File: src/rtl/mem_access_stage.sv
// mem_access_stage: memory (M) stage of the 8-bit pipelined processor.
//
// Samples the EX/MEM bundle every cycle while idle. ALU-only instructions
// pass through with one cycle of latency. Loads and stores are captured,
// issued on a req/ack handshake with variable latency, and presented one
// cycle after the ack. Upstream is stalled while an access is outstanding.
//
// Optional feature: define MEM_TIMEOUT_EN to abort an access that has not
// been acked after TIMEOUT request cycles (mem_err pulses, the instruction
// retires without a register write). Without it, requests wait forever and
// mem_err is tied low.
//
// Ports:
//   clk, reset                       clock, synchronous active-high reset
//   valid_E, flush_M                 live instruction / squash it
//   rd_en_E, wr_en_mem_E             load / store request
//   wr_en_regf_E, mux_out_sel_E,
//   mux_rdata_sel_E, out_port_sel_E  write-back control bits
//   rd_E, alu_out_E, RD2_E,
//   instr_E, IN_PORT_E               EX/MEM data bundle
//   mem_req, mem_we, mem_addr,
//   mem_wdata, mem_ack, mem_rdata    data-memory handshake
//   stall_M                          hold EX/MEM and earlier stages
//   valid_M ... IN_PORT_M            registered bundle to MEM/WB
//   mem_err                          timeout pulse
module mem_access_stage #(
   parameter int unsigned ADDR_W  = 8,
   parameter int unsigned TIMEOUT = 15
) (
   input  logic              clk,
   input  logic              reset,
   input  logic              valid_E,
   input  logic              flush_M,
   input  logic              rd_en_E,
   input  logic              wr_en_mem_E,
   input  logic              wr_en_regf_E,
   input  logic              mux_out_sel_E,
   input  logic              mux_rdata_sel_E,
   input  logic              out_port_sel_E,
   input  logic [1:0]        rd_E,
   input  logic [15:0]       alu_out_E,
   input  logic [15:0]       RD2_E,
   input  logic [15:0]       instr_E,
   input  logic [7:0]        IN_PORT_E,
   output logic              mem_req,
   output logic              mem_we,
   output logic [ADDR_W-1:0] mem_addr,
   output logic [15:0]       mem_wdata,
   input  logic              mem_ack,
   input  logic [15:0]       mem_rdata,
   output logic              stall_M,
   output logic              valid_M,
   output logic              wr_en_regf_M,
   output logic              mux_out_sel_M,
   output logic              mux_rdata_sel_M,
   output logic              out_port_sel_M,
   output logic              rd_en_M,
   output logic [1:0]        ADDER_M,
   output logic [15:0]       read_data_M,
   output logic [15:0]       alu_out_M,
   output logic [15:0]       instr_M,
   output logic [15:0]       RD2_M,
   output logic [7:0]        IN_PORT_M,
   output logic              mem_err
);

   if (TIMEOUT < 1 || TIMEOUT > 255) begin : g_bad_timeout
      $error("mem_access_stage: TIMEOUT must be in 1..255");
   end
   if (ADDR_W < 1 || ADDR_W > 16) begin : g_bad_addr_w
      $error("mem_access_stage: ADDR_W must be in 1..16");
   end

   localparam logic [0:0] StIdle = 1'b0;
   localparam logic [0:0] StReq  = 1'b1;

   logic [0:0]  state_q, state_d;
   logic        valid_q, valid_d;
   // Raw control bits; masked by valid_q on the way out so invalid cycles are bubbles.
   logic        wr_en_regf_q, wr_en_regf_d;
   logic        mux_out_sel_q, mux_out_sel_d;
   logic        mux_rdata_sel_q, mux_rdata_sel_d;
   logic        out_port_sel_q, out_port_sel_d;
   logic        rd_en_q, rd_en_d;
   logic        we_q, we_d;
   logic [1:0]  rd_q, rd_d;
   logic [15:0] alu_q, alu_d;
   logic [15:0] rd2_q, rd2_d;
   logic [15:0] instr_q, instr_d;
   logic [15:0] rdata_q, rdata_d;
   logic [7:0]  in_port_q, in_port_d;

   logic live;
   logic mem_op;
   logic timeout;

   assign live   = valid_E & ~flush_M;
   assign mem_op = live & (rd_en_E | wr_en_mem_E);

`ifdef MEM_TIMEOUT_EN
   logic [7:0] cnt_q, cnt_d;
   logic       err_q;

   // cnt_q equals the number of REQ cycles already spent without an ack.
   always_comb begin
      cnt_d = cnt_q;
      if (state_q == StIdle) begin
         cnt_d = 8'd0;
      end else if (!mem_ack) begin
         cnt_d = cnt_q + 8'd1;
      end
   end

   assign timeout = (state_q == StReq) && (cnt_q == 8'(TIMEOUT - 1));

   always_ff @(posedge clk) begin
      if (reset) begin
         cnt_q <= 8'd0;
         err_q <= 1'b0;
      end else begin
         cnt_q <= cnt_d;
         err_q <= timeout & ~mem_ack;
      end
   end

   assign mem_err = err_q;
`else
   assign timeout = 1'b0;
   assign mem_err = 1'b0;
`endif

   always_comb begin
      state_d         = state_q;
      valid_d         = 1'b0;
      wr_en_regf_d    = wr_en_regf_q;
      mux_out_sel_d   = mux_out_sel_q;
      mux_rdata_sel_d = mux_rdata_sel_q;
      out_port_sel_d  = out_port_sel_q;
      rd_en_d         = rd_en_q;
      we_d            = we_q;
      rd_d            = rd_q;
      alu_d           = alu_q;
      rd2_d           = rd2_q;
      instr_d         = instr_q;
      rdata_d         = rdata_q;
      in_port_d       = in_port_q;
      case (state_q)
         StIdle: begin
            wr_en_regf_d    = wr_en_regf_E;
            mux_out_sel_d   = mux_out_sel_E;
            mux_rdata_sel_d = mux_rdata_sel_E;
            out_port_sel_d  = out_port_sel_E;
            // Load+store together behaves as a store only.
            rd_en_d         = rd_en_E & ~wr_en_mem_E;
            we_d            = wr_en_mem_E;
            rd_d            = rd_E;
            alu_d           = alu_out_E;
            rd2_d           = RD2_E;
            instr_d         = instr_E;
            in_port_d       = IN_PORT_E;
            rdata_d         = 16'h0000;
            valid_d         = live & ~mem_op;
            if (mem_op) begin
               state_d = StReq;
            end
         end
         StReq: begin
            // Ack wins over an expiring timeout in the same cycle.
            if (mem_ack) begin
               state_d = StIdle;
               valid_d = 1'b1;
               rdata_d = rd_en_q ? mem_rdata : 16'h0000;
            end else if (timeout) begin
               state_d      = StIdle;
               valid_d      = 1'b1;
               wr_en_regf_d = 1'b0;
            end
         end
         default: state_d = StIdle;
      endcase
   end

   always_ff @(posedge clk) begin
      if (reset) begin
         state_q         <= StIdle;
         valid_q         <= 1'b0;
         wr_en_regf_q    <= 1'b0;
         mux_out_sel_q   <= 1'b0;
         mux_rdata_sel_q <= 1'b0;
         out_port_sel_q  <= 1'b0;
         rd_en_q         <= 1'b0;
         we_q            <= 1'b0;
         rd_q            <= 2'd0;
         alu_q           <= 16'h0000;
         rd2_q           <= 16'h0000;
         instr_q         <= 16'h0000;
         rdata_q         <= 16'h0000;
         in_port_q       <= 8'h00;
      end else begin
         state_q         <= state_d;
         valid_q         <= valid_d;
         wr_en_regf_q    <= wr_en_regf_d;
         mux_out_sel_q   <= mux_out_sel_d;
         mux_rdata_sel_q <= mux_rdata_sel_d;
         out_port_sel_q  <= out_port_sel_d;
         rd_en_q         <= rd_en_d;
         we_q            <= we_d;
         rd_q            <= rd_d;
         alu_q           <= alu_d;
         rd2_q           <= rd2_d;
         instr_q         <= instr_d;
         rdata_q         <= rdata_d;
         in_port_q       <= in_port_d;
      end
   end

   assign stall_M   = (state_q == StReq);
   assign mem_req   = stall_M;
   assign mem_we    = stall_M & we_q;
   assign mem_addr  = stall_M ? alu_q[ADDR_W-1:0] : '0;
   assign mem_wdata = stall_M ? rd2_q : 16'h0000;

   assign valid_M         = valid_q;
   assign wr_en_regf_M    = valid_q & wr_en_regf_q;
   assign mux_out_sel_M   = valid_q & mux_out_sel_q;
   assign mux_rdata_sel_M = valid_q & mux_rdata_sel_q;
   assign out_port_sel_M  = valid_q & out_port_sel_q;
   assign rd_en_M         = valid_q & rd_en_q;
   assign ADDER_M         = rd_q;
   assign read_data_M     = rdata_q;
   assign alu_out_M       = alu_q;
   assign instr_M         = instr_q;
   assign RD2_M           = rd2_q;
   assign IN_PORT_M       = in_port_q;

endmodule

File: config.mk
export PLATFORM = sky130hd
export DESIGN_NAME = mem_access_stage
export DESIGN_NICKNAME = d
export VERILOG_FILES = /design/src/rtl/mem_access_stage.sv
export SDC_FILE = /design/constraint.sdc
export NUM_CORES = 1
export LEC_CHECK = 0
export CORE_UTILIZATION = 30
export CTS_CLUSTER_DIAMETER = 60
export DETAILED_ROUTE_END_ITERATION = 10
export HOLD_SLACK_MARGIN = 0.05
export PLACE_DENSITY = 0.73
export SLEW_MARGIN = 20
export SYNTH_ARGS = -nofsm -noshare
export SYNTH_HDL_FRONTEND = slang
export SYNTH_SLANG_ARGS = --single-unit
File: constraint.sdc
create_clock -name clk -period 1.7 [get_ports clk]
set_clock_uncertainty 0.1 [all_clocks]
set_input_delay 0.255 -clock clk [delete_from_list [all_inputs] [get_ports clk]]
set_output_delay 0.255 -clock clk [all_outputs]
set_load 0.1 [all_outputs]
==> results by group, run 1 <==
Logic synthesis
  • Prevailing post-synth register cell: dfxtp_1
  • Number of enable-type register cells in the synthesized netlist: 0
  • Portion of synthesized cell area occupied by the leading cell type: 53.53%
  • Fraction of the yosys area taken by sequential cells: 53.53%
  • Syn. warnings: 0
  • Number of distinct library cells after synthesis: 18
  • Yosys reg bits: 82
  • Synth Area in Simple Gates: 15.75%
  • Syn Std Cell Area: 3067 µm²
  • Top area cells in the synthesized netlist: dfxtp_1, mux2i_1, nor2_1
  • Top cell type by total area after synthesis: dfxtp_1
  • Synth Area in Compound Gates: 5.508%
  • Net Count, Synth: 372
  • Adder and majority cell fraction of the synthesized area: 0%
  • Post-synthesis mux area share: 20.56%
  • Gate count after technology mapping: 287
  • Syn avg cell area: 10.69 µm²
  • Xor and xnor fraction of the mapped netlist area: 0%
  • Asr flop ratio synth: 0%
  • Combinational family with the most area after synthesis: multiplexers

Drt
  • Iteration-0 DRC count of the detailed router: 59
  • ANT nets after route: 0
  • DR vias/cell: 4.468
  • Overall via count from detail_route: 2752
  • Number of design rule violations left after detail routing: 0
  • Overall routed net length: 9252 µm
  • Detailed-routing iteration count for the pre-antenna-repair pass: 4
  • Wirelength per Cell: 15.02 µm

Pwr
  • Peak VDD IR: 0.0005592 V
  • Power density of the placed cells: 793.1 nW/µm²
  • Part of the total power dissipated in combinational logic: 33.3%
  • Power spent charging and discharging nets: 1.814 mW
  • Clk pwr share: 25.2%
  • Total design power: 5.172 mW
  • Sequential share of power: 41.5%
  • Proportion of total power due to net switching: 35.08%
  • Internal Power: 3.358 mW
  • Leak pwr: 2.587 nW

Global route
  • Pin count of the biggest net entering global routing: 49
  • Aggregate global-route resource usage: 17.31%
  • Wire length of the first global-routing pass: 13990 µm
  • Via count of the first global-routing pass: 2804
  • Number of antenna violations at the first check in global routing: 0
  • Global route overflow: 0

Place
  • DPL Wire Length: 6973 µm
  • Cell count after placement: 595
  • I/O Buffers: 191
  • Worst setup timing slack at the placement stage: -123.8 ps
  • Gpl congestion: 0.7090

Timing
  • Final clock period utilization by the worst path: 96.38%
  • Final-report setup violation count: 0
  • Count of pins over their slew limit: 0
  • Slew HR: 60.70%
  • Fmax achieved: 0.6104 GHz
  • Worst-margin pin slew: 589.0 ps
  • RSZ-0062 raised after global routing: no
  • Shortest period the worst path allows: 1638 ps
  • Worst path setup slack after routing: 61.60 ps
  • Endpoints failing hold: 0

Floorplan
  • Starting utilization of the core area: 31.23%
  • Row cnt: 36
  • Vertical extent of the die: 103.1 µm
  • Core area: 9819 µm²
  • IO Count: 193
  • Floorplan die width: 103.1 µm
  • Total Die Area: 10630 µm²

Clock tree
  • Total clock buffers created by CTS: 9
  • Clock tree from TritonCTS: built
  • Largest buffer count on any clock path: 2
  • Worst-Skew Late Latency: 320 ps
  • Clk Tree Root Cell: clkbuf_8
  • CTS HTree Levels: 3
  • Hold buffer count at CTS: 0
  • Post-CTS clock slew at the launch and capture registers of the worst setup and hold paths: 90 ps
  • Number of sinks handled by clock tree synthesis: 82

Final layout
  • Share of post-route cells with drive strength above 1: 39.34%
  • Footprint of the multi-input gates: 1355 µm²
  • Total inserted antenna cells: 0
  • Number of nets in the layout: 563
  • Fill cell count: 755
  • Synth-to-Final Area Change: 112.6%
  • Most frequent cells in the layout: buf_12, clkdlybuf4s50_1, nor2_1, mux2i_1, dfxtp_1
  • Sequential cell area: 1675 µm²
  • Most common cell after layout, fill and taps aside: buf_12
  • Number of standard cells in the final layout excluding fillers: 616

Critical path
  • Endpoint arrival time on the critical path: 1280 ps
  • Critical Setup Path Class: flip-flop to output port
  • Required arrival time at the worst endpoint: 1340 ps
  • Worst setup SP type: flip-flop
  • Element type at the critical path end: output port
  • Maximum fanout encountered on the critical timing path: 18

Outcome
  • Outcome: finished, final reports clean

Job
  • Count of max-cap constraint violations: 0

Min path
  • Hold/Removal Path Class: primary input to flip-flop
[layer usage]
metal	vias to the layer above	global-route usage [%]	routed length, µm
met5	-	0	0
met4	0	5.200	82
met3	9	6.508	834
met2	118	31.44	4881
met1	1286	18.62	3453
li1	1339	-	-
[power groups by stage]
stage               Combinational [mW]  Sequential (mW)  Clock [mW]
floorplan                        0.345             2.80           0
global placement                  1.69             2.19           0
detailed placement                1.71             2.19           0
CTS                               1.73             2.15        1.35
global route                      1.78             2.16        1.43
finish                            1.72             2.15        1.30
[stage by stage]
stage	instance area [µm²]	hold WS (ps)	setup TNS (ps)	utilization, %
floorplan	3172	261.9	-70.51	-
global placement	6245	367.9	-381.9	63.60
detailed placement	6245	387.0	-1710	63.60
CTS	6489	94.23	-1374	66.08
global route	6521	101.8	0	66.41
finish	6521	116.0	0	66.41
[synthesized netlist by cell type, types with 2 or more instances]
cell type	number
a22o_1	16
and2_1	30
buf_2	9
buf_4	8
buf_6	2
clkbuf_1	3
dfxtp_1	82
mux2i_1	63
nand2_1	2
nor2_1	64
[path summary, 6_finish.rpt]
kind / from / to / slack, ps / cells past startpoint
setup / recovery: mem_req / mem_wdata[0] / 60 / 3
hold / removal: reset / valid_M / 120 / 2
setup reg to reg: mem_req / read_data_M[13] / 150 / 3
hold reg to reg: rd_en_q / rd_en_q / 400 / 2
[final cells by class]
| cell class | instances | share of cell area (%) |
|---|---|---|
| repair buffers | 202 | 48.20 |
| flip-flops and latches | 82 | 25.69 |
| clock buffers | 12 | 2.398 |
| well taps | 133 | 2.552 |
| clock inverters | 4 | 0.3837 |
| multi-input cells | 183 | 20.78 |
[flip-flops by register name, summed over array words and instances (netlist names)]
signal / cells
wr_en_regf_q: 1
out_port_sel_q: 1
mux_out_sel_q: 1
mem_req: 1
we_q: 1
read_data_M: 16
instr_M: 16
IN_PORT_M: 8
rd_en_q: 1
valid_M: 1
RD2_M: 16
ADDER_M: 2
alu_out_M: 16
mux_rdata_sel_q: 1
[cells by family after synthesis]
group / Yosys count
compound gates: 19
buf+inv: 22
flops: 82
mux: 63
other cells: 1
simple gates: 100
[repair_timing]
item,in CTS,in global routing
endpoints found under the setup margin,25,19
pin swaps,5,0
gates cloned,1,1
setup buffers,2,1
hold endpoints to repair,0,0
resized for setup,2,0
[critical path, stage by stage (launching register included)]
cell and delay [ps]:
dfxtp_4 420, buf_16 190, and2_4 170, buf_12 170
Note: power is estimated with default switching activity, not from simulation.
==> run 2: changes to the inputs <==
ABC_AREA = 1   (was unset)
==> run 2 against run 1 <==
Compared with the run above:
- maximum frequency fell by 1.9%
- combinational power barely moved
- highest routed layer unchanged
- clock power rose by 15%
- final cell count rose by 18%
- critical endpoint is now mem_wdata[15]
- core utilization rose by 0.99 points
- flip-flop and latch count did not move
==> results by group, run 2 <==
Place
  • DPL Wire Length: 7670 µm
  • I/O Buffers: 191
  • Gpl congestion: 0.7889
  • Instance area at placement: 6317 µm²

Critical path
  • Critical Setup Path Class: flip-flop to output port
  • Worst setup SP type: flip-flop
  • Element type at the critical path end: output port
  • Maximum fanout encountered on the critical timing path: 16
  • Required arrival time at the worst endpoint: 1340 ps
  • Endpoint arrival time on the critical path: 1320 ps

Pwr
  • Peak VDD IR: 0.0004575 V
  • Power density of the placed cells: 804.2 nW/µm²
  • Leak pwr: 2.586 nW

Clock tree
  • Hold buffer count at CTS: 0
  • Post-CTS clock slew at the launch and capture registers of the worst setup and hold paths: 90 ps
  • Clk Tree Root Cell: clkbuf_8
  • Total clock buffers created by CTS: 9
  • CTS HTree Levels: 3
  • Clock tree from TritonCTS: built
  • Worst-Skew Late Latency: 340 ps
  • Number of sinks handled by clock tree synthesis: 82
  • Largest buffer count on any clock path: 2

Timing
  • Shortest period the worst path allows: 1670 ps
  • Min Hold Slack: 299.1 ps
  • Final-report setup violation count: 0
  • Count of pins over their slew limit: 0
  • Endpoints failing hold: 0
  • Final clock period utilization by the worst path: 98.26%
  • Fmax achieved: 0.5986 GHz
  • RSZ-0062 raised after global routing: yes

Floorplan
  • Floorplan die width: 103.5 µm
  • Row cnt: 36
  • Core area: 9864 µm²
  • Starting utilization of the core area: 31.35%
  • Vertical extent of the die: 103.5 µm
  • Total Die Area: 10720 µm²
  • IO Count: 193

Drt
  • Iteration-0 DRC count of the detailed router: 160
  • Wirelength per Cell: 14.15 µm
  • ANT nets after route: 0
  • Overall via count from detail_route: 3286
  • Detailed-routing iteration count for the pre-antenna-repair pass: 7
  • Number of design rule violations left after detail routing: 0
  • Overall routed net length: 10290 µm
  • DR vias/cell: 4.520

Job
  • Count of max-cap constraint violations: 0

Logic synthesis
  • Synth Area in Compound Gates: 13.27%
  • Number of enable-type register cells in the synthesized netlist: 0
  • Top area cells in the synthesized netlist: dfxtp_1, nand2_1, a21oi_1
  • Gate count after technology mapping: 404
  • Most instantiated library cell after synthesis: nand2_1
  • Fraction of the yosys area taken by sequential cells: 53.07%
  • Portion of synthesized cell area occupied by the leading cell type: 53.07%
  • Number of distinct library cells after synthesis: 15
  • Syn Std Cell Area: 3093 µm²
  • Asr flop ratio synth: 0%
  • Xor and xnor fraction of the mapped netlist area: 0%
  • Combinational family with the most area after synthesis: simple AND/OR/NAND/NOR gates
  • Adder and majority cell fraction of the synthesized area: 0%
  • Yosys reg bits: 82
  • Syn avg cell area: 7.656 µm²
  • Top cell type by total area after synthesis: dfxtp_1
  • Synth Area in Simple Gates: 22.82%
  • Syn. warnings: 0
  • Post-synthesis mux area share: 0%
  • Net Count, Synth: 489
  • Most common library cells after synthesis: nand2_1, a21oi_1, dfxtp_1
  • Prevailing post-synth register cell: dfxtp_1

Global route
  • Pin count of the biggest net entering global routing: 83
  • Wire length of the first global-routing pass: 16160 µm
  • Global route overflow: 0
  • Aggregate global-route resource usage: 19.13%
  • Via count of the first global-routing pass: 3173
  • Number of antenna violations at the first check in global routing: 0

Min path
  • Hold/Removal Path Class: primary input to flip-flop

Final layout
  • Share of post-route cells with drive strength above 1: 36.20%
  • Total inserted antenna cells: 0
  • Number of nets in the layout: 674
  • Most common cell after layout, fill and taps aside: nand2_1
  • Most frequent cells in the layout: nand2_1, buf_12, clkdlybuf4s50_1, a21oi_1, dfxtp_1
  • Synth-to-Final Area Change: 115.0%
  • Area of all placed cells without fillers: 6649 µm²

Outcome
  • Outcome: finished, final reports clean
-- run 2: cell count changes in the layout (fill, tap and decap cells not counted), sizes merged, moves of 29 or more --
cell and change:
mux2i -63, a21oi +81, and2 -30, nand2 +148, clkinvlp +29, nor2 -61
-- run 2: area by class of cell --
class,count,area [µm²]
flip-flops and latches,82,1677
inverters,35,246.5
multi-input cells,255,1165
fillers,734,3216
repair buffers,206,3183
clock inverters,5,60.06
clock buffers,11,151.4
well taps,133,166.4
-- run 2: worst max-delay path, cell delays in order, from the launching register on --
cell and delay [ps]:
dfxtp_4 430, buf_12 170, nand2_1 110, clkinvlp_4 100
buf_12 160
-- run 2: kinds of logic after synthesis --
logic type             count (synthesis)
AOI/OAI and AO/OA                     82
buffers and inverters                 67
DFF                                   82
other                                  1
and+or+nand+nor                      172
-- run 2: through the flow --
stage	utilization [%]	setup TNS, ps	total power, mW	instances	setup WS, ps
finish	67.40	0	5.347	727	29.52
global route	67.40	-440.8	5.578	727	-58.25
CTS	66.57	0	5.391	724	2.954
detailed placement	64.04	0	3.880	705	116.9
global placement	64.04	0	3.857	705	169.3
floorplan	-	0	3.134	404	27.83
-- run 2: power breakdown --
group / switching (mW) / internal [mW]
logic: 1.05 / 0.670
clock network: 0.724 / 0.765
registers: 0.110 / 2.03
-- run 2: repair_timing --
action	CTS	global route
gates cloned	0	1
setup endpoints to repair	18	23
setup buffers	3	2
gates resized for setup	1	17
-- run 2: final timing paths --
check	cells after the start	startpoint	end	slack (ps)
max	4	mem_req	mem_wdata[15]	30
min	3	reset	RD2_M[2]	300
max reg2reg	5	mem_req	RD2_M[13]	290
min reg2reg	2	mux_rdata_sel_q	mux_rdata_sel_q	370
-- run 2: per-layer routing --
metal	track usage (%)	part of all wire [%]	vias to the layer above
met4	7.971	2.1	0
met1	20.70	39	1506
met2	34.42	53	120
met5	0	0	-
met3	5.853	6.2	15
li1	-	-	1645
